## src/rtl/exc_ctrl.sv

```systemverilog
// Exception/interrupt sequencer beside the ID-stage decoder: takes illegal-opcode and
// synchronised interrupt requests, flushes, redirects to the kernel vector and returns.
module exc_ctrl #(
  parameter logic [31:0] ILLOP_VEC   = 32'h8000_0004,
  parameter logic [31:0] IRQ_VEC     = 32'h8000_0008,
  parameter int          SYNC_STAGES = 2
) (
  input  logic        clk,
  input  logic        rst_n,
  input  logic        Irq,
  input  logic        ID_Valid,
  input  logic        ID_Stall,
  input  logic [31:0] ID_PC,
  input  logic        ID_BadOp,
  input  logic        ID_KRet,
  input  logic        EX_BranchTaken,
  output logic        ExcFlush,
  output logic        ExcRedirect,
  output logic [31:0] ExcPC,
  output logic        EpcWrite,
  output logic [31:0] Epc,
  output logic [1:0]  Cause,
  output logic        KernelMode,
  output logic        IrqAck
);

  typedef enum logic [1:0] {
    ST_RUN    = 2'd0,
    ST_TAKE   = 2'd1,
    ST_KERNEL = 2'd2,
    ST_RET    = 2'd3
  } state_e;

  localparam logic [1:0] CAUSE_NONE  = 2'b00;
  localparam logic [1:0] CAUSE_IRQ   = 2'b01;
  localparam logic [1:0] CAUSE_ILLOP = 2'b10;

  state_e                 state_q;
  logic [SYNC_STAGES-1:0] sync_q;
  logic                   irq_prev_q;
  logic                   irq_pend_q;
  logic                   flush_q;
  logic                   redirect_q;
  logic [31:0]            exc_pc_q;
  logic                   epc_write_q;
  logic [31:0]            epc_q;
  logic [1:0]             cause_q;
  logic                   kernel_q;
  logic                   irq_ack_q;

  logic irq_rise;
  logic acc;
  logic kret_ok;

  assign irq_rise = sync_q[SYNC_STAGES-1] & ~irq_prev_q;

  // Kernel code (PC[31]=1) is never interrupted; a squashed or stalled ID slot defers.
  assign acc     = (state_q == ST_RUN) & ID_Valid & ~ID_Stall & ~EX_BranchTaken & ~ID_PC[31];
  assign kret_ok = ID_Valid & ID_KRet & ~ID_Stall & ~EX_BranchTaken;

  // NOTE: non-blocking assignments here so each flop of the chain samples the pre-edge value.
  always_ff @(posedge clk or negedge rst_n) begin
    if (!rst_n) begin
      sync_q     <= '0;
      irq_prev_q <= 1'b0;
    end else begin
      sync_q     <= {sync_q[SYNC_STAGES-2:0], Irq};
      irq_prev_q <= sync_q[SYNC_STAGES-1];
    end
  end

  // Edges while already pending merge; the request is consumed only by its own TAKE cycle.
  always_ff @(posedge clk or negedge rst_n) begin
    if (!rst_n) begin
      irq_pend_q <= 1'b0;
    end else if (state_q == ST_TAKE && cause_q == CAUSE_IRQ) begin
      irq_pend_q <= 1'b0;
    end else if (irq_rise) begin
      irq_pend_q <= 1'b1;
    end
  end

  always_ff @(posedge clk or negedge rst_n) begin
    if (!rst_n) begin
      state_q     <= ST_RUN;
      flush_q     <= 1'b0;
      redirect_q  <= 1'b0;
      exc_pc_q    <= '0;
      epc_write_q <= 1'b0;
      epc_q       <= '0;
      cause_q     <= CAUSE_NONE;
      kernel_q    <= 1'b0;
      irq_ack_q   <= 1'b0;
    end else begin
      flush_q     <= 1'b0;
      redirect_q  <= 1'b0;
      exc_pc_q    <= '0;
      epc_write_q <= 1'b0;
      irq_ack_q   <= 1'b0;
      case (state_q)
        ST_RUN: begin
          if (acc && (ID_BadOp || irq_pend_q)) begin
            state_q     <= ST_TAKE;
            flush_q     <= 1'b1;
            redirect_q  <= 1'b1;
            epc_write_q <= 1'b1;
            kernel_q    <= 1'b1;
            if (ID_BadOp) begin
              cause_q  <= CAUSE_ILLOP;
              epc_q    <= ID_PC + 32'd4;
              exc_pc_q <= ILLOP_VEC;
            end else begin
              cause_q   <= CAUSE_IRQ;
              epc_q     <= ID_PC;
              exc_pc_q  <= IRQ_VEC;
              irq_ack_q <= 1'b1;
            end
          end
        end
        ST_TAKE: begin
          state_q <= ST_KERNEL;
        end
        ST_KERNEL: begin
          if (kret_ok) begin
            state_q    <= ST_RET;
            flush_q    <= 1'b1;
            redirect_q <= 1'b1;
            exc_pc_q   <= epc_q;
          end
        end
        ST_RET: begin
          state_q  <= ST_RUN;
          kernel_q <= 1'b0;
        end
        default: begin
          state_q  <= ST_RUN;
          kernel_q <= 1'b0;
        end
      endcase
    end
  end

  assign ExcFlush    = flush_q;
  assign ExcRedirect = redirect_q;
  assign ExcPC       = exc_pc_q;
  assign EpcWrite    = epc_write_q;
  assign Epc         = epc_q;
  assign Cause       = cause_q;
  assign KernelMode  = kernel_q;
  assign IrqAck      = irq_ack_q;

endmodule

```

## config.mk

```make
export PLATFORM = sky130hd
export DESIGN_NAME = exc_ctrl
export DESIGN_NICKNAME = d
export VERILOG_FILES = /design/src/rtl/exc_ctrl.sv
export SDC_FILE = /design/constraint.sdc
export NUM_CORES = 1
export LEC_CHECK = 0
export CORE_ASPECT_RATIO = 0.9
export CORE_MARGIN = 3
export CORE_UTILIZATION = 36
export DETAILED_ROUTE_END_ITERATION = 16
export DONT_BUFFER_PORTS = 1
export PLACE_DENSITY_LB_ADDON = 0.2
export RECOVER_POWER = 100
export SLEW_MARGIN = 30
export SYNTH_ARGS = -nofsm -noshare
export SYNTH_HDL_FRONTEND = slang
export SYNTH_SLANG_ARGS = --single-unit
export TNS_END_PERCENT = 50
```

## constraint.sdc

```tcl
create_clock -name clk -period 1.9 [get_ports clk]
set_input_delay 0.285 -clock clk [delete_from_list [all_inputs] [get_ports clk]]
set_output_delay 0.285 -clock clk [all_outputs]
set_load 0.1 [all_outputs]
```

==> flow_metrics.env <==
export IMPL_outcome="finished with violations"
export IMPL_failed_checks="hold timing"
export IMPL_yosysMostFrequentCell="dfrtp_1"
export IMPL_numCtsBuffers=9
export IMPL_routed_wl_um=8170
export IMPL_finalPower_mw=7.65
export IMPL_endpoint_kind="register"
export IMPL_arrival_ns=2.07
export IMPL_worstMarginPinSlew_ns=0.962
export IMPL_crit_path_top_delay_cell="or3_4"
export IMPL_cts_tree="yes"
export IMPL_h_tree_depth=3
export IMPL_hold_path_class="in2async"
export IMPL_grt_start_max_net_pins=77
export IMPL_dieArea_sq_mm=0.0104
export IMPL_cap_violations=0
export IMPL_max_freq_ghz=0.546
export IMPL_cp_cell_sequence="inv_1 -> ha_2 -> nand2b_1 -> or3_4 -> a22oi_2 -> mux2_2"
export IMPL_finalHoldViolCount=76
export IMPL_ir_worst_vdd_v=0.000946
export IMPL_ys_types=35
export IMPL_slew_headroom_pct=36.3
export IMPL_worstSetupPathType="reg2reg"
export IMPL_synth_cell_area_sq_mm=0.00333
export IMPL_vias=2580
export IMPL_core_sq_mm=0.00877
export IMPL_postLayoutCoreUtil_pct=47.5
export IMPL_grt_use_total_pct=15.8
export IMPL_yosys_warnings=0
export IMPL_antenna_found_initial=0
export IMPL_slowest_delay_ns=0.41
export IMPL_port_buffers=0
export IMPL_syn_to_final_growth_pct=25.0
export IMPL_grtUsageMet3_pct=5.85
export IMPL_grt_overflow=0
export IMPL_num_antenna_cells=0
export IMPL_design_area_sq_mm=0.00416
export IMPL_post_route_drc_count=0
export IMPL_synth_seq_area_share_pct=57.1
export IMPL_p_leak_nw=2.00
export IMPL_syn_avg_cell_area_sq_um=10.4
export IMPL_nets=447
export IMPL_synth_edf_count=0
export IMPL_start_util_pct=38.0
export IMPL_yosys_most_used_dff="dfrtp_1"
export IMPL_postRouteAntennaNets=0
export IMPL_netlist_top_cells_count="dfrtp_1, nand2_1, and2_1"
export IMPL_fin_skew_ns=0.0102
export IMPL_busiest_layer="met2"
export IMPL_io_pins=111
export IMPL_clk_latency_ns=0.35
export IMPL_crit_required_ns=2.14
export IMPL_rows=32
export IMPL_layout_drive_gt1_share_pct=26.1
export IMPL_yosys_register_bits=76
export IMPL_gp_congestion=0.775
export IMPL_wire_per_inst_um=15.6
export IMPL_path_max_fanout=4
export IMPL_fin_hold_ws_ns=-0.371
export IMPL_start_kind="register"
export IMPL_met1_usage_pct=20.7
export IMPL_hpwl_um=5840
export IMPL_setup_viol=0
export IMPL_finalCritPeriodShare_pct=96.5
export IMPL_power_density_mw_per_mm2=1840
export IMPL_synthCells=321
export IMPL_routed_via_density=4.91
export IMPL_synth_async_reset_ratio_pct=100
export IMPL_cts_buffer_depth=2
export IMPL_firstDrtPassIters=4
export IMPL_place_area_sq_mm=0.00404
export IMPL_drv_slew=0
export IMPL_drtIter0Drc=54
export IMPL_synth_top_area_share_pct=57.1
export IMPL_synth_area_leaders="dfrtp_1, and2_1, nand2_1"
export IMPL_syn_num_nets=367
export IMPL_synth_top_cell_by_area="dfrtp_1"
export IMPL_clock_sinks=76
export IMPL_cts_clk_slew_worst_paths_ns=0.08
export IMPL_period_needed_ns=1.83
export IMPL_grt_pass1_wl_um=13100
export IMPL_die_y_um=97.2
export IMPL_cts_root_buf="clkbuf_8"
export IMPL_met2_usage_pct=24.1
export IMPL_grt_pass1_vias=2547
export IMPL_die_w_um=107
[critical path: cells and delay by family (launching register included)]
family | cells | cell delay (ns)
AND/OR/NAND/NOR | 2 | 0.48
AO/OA/AOI/OAI | 1 | 0.17
buffers and inverters | 1 | 0.11
multiplexers | 1 | 0.35
adder cells (fa/ha/maj) | 1 | 0.22
flip-flops | 1 | 0.38
[routing by layer]
metal | part of all wire [%] | wire (um)
met1 | 42 | 3470
met2 | 46 | 3730
met3 | 9.8 | 797
met5 | 0 | 0
met4 | 2.0 | 166
[where the power goes]
group / internal, mW / switching [mW] / total (mW)
clock: 0.876 / 0.617 / 1.49
sequential: 2.01 / 0.119 / 2.13
combinational: 0.597 / 3.43 / 4.03
[kinds of logic after synthesis]
group,after synthesis,share of synthesized area (%)
buffers and inverters,28,3.53
muxes,4,1.24
DFF,76,57.1
adders and majority gates,6,2.26
and+or+nand+nor,142,23.0
AOI/OAI and AO/OA,54,9.92
xor gates and xnor gates,11,2.89
[area by class of cell]
type                    count  area (sq um)
well taps                 119           149
flip-flops and latches     76          1900
clock inverters             6           111
multi-input cells         217          1320
clock buffers              10           128
inverters                  11          43.8
repair buffers             86           503
fillers                   848          4610
[cell usage in the layout, fill, tap and decap left out, drive strengths merged, types with 4 or more instances in the layout]
master / n
nand3: 9
ha: 6
a31oi: 17
dfrtp: 76
nand2: 35
o31ai: 11
buf: 14
nor2: 21
and2: 29
nor4: 4
or3: 6
or4: 16
nand4: 10
clkbuf: 80
xnor2: 6
xor2: 5
o21ai: 19
and3: 4
inv: 12
[registers in the layout, indices dropped and copies added, names as in the netlist]
signal,count
EpcWrite,1
Epc,32
IrqAck,1
irq_pend_q,1
KernelMode,1
Cause,2
ExcPC,32
irq_prev_q,1
ExcRedirect,1
state_q,2
sync_q,2
[metrics by stage]
stage	setup WS, ns	cells	TNS, ns
CTS	0.0263	522	0
detailed placement	-0.0973	505	-0.328
global placement	-0.0420	505	-0.147
global route	-0.0317	525	-0.125
finish	0.0669	525	0
floorplan	-0.0137	321	-0.0137
[path summary, 6_finish.rpt]
path	from	to	slack [ns]	depth (start not counted)
worst min-delay path	rst_n	ExcPC[0]	-0.37	0
worst min register to register	sync_q[0]	sync_q[1]	0.37	0
worst max register to register	state_q[0]	state_q[1]	0.07	6
max in group asynchronous	rst_n	ExcRedirect	2.12	0
min in group clk	ID_PC[1]	Epc[1]	0.04	2
worst max-delay path	state_q[0]	state_q[1]	0.07	6
[timing repair]
action                     CTS  global route
hold endpoints to repair    77            77
setup endpoints to repair    0            26
resized for setup            0             5
buffers inserted             0             1
hold buffers                 1             1
Note: power is estimated with default switching activity, not from simulation.
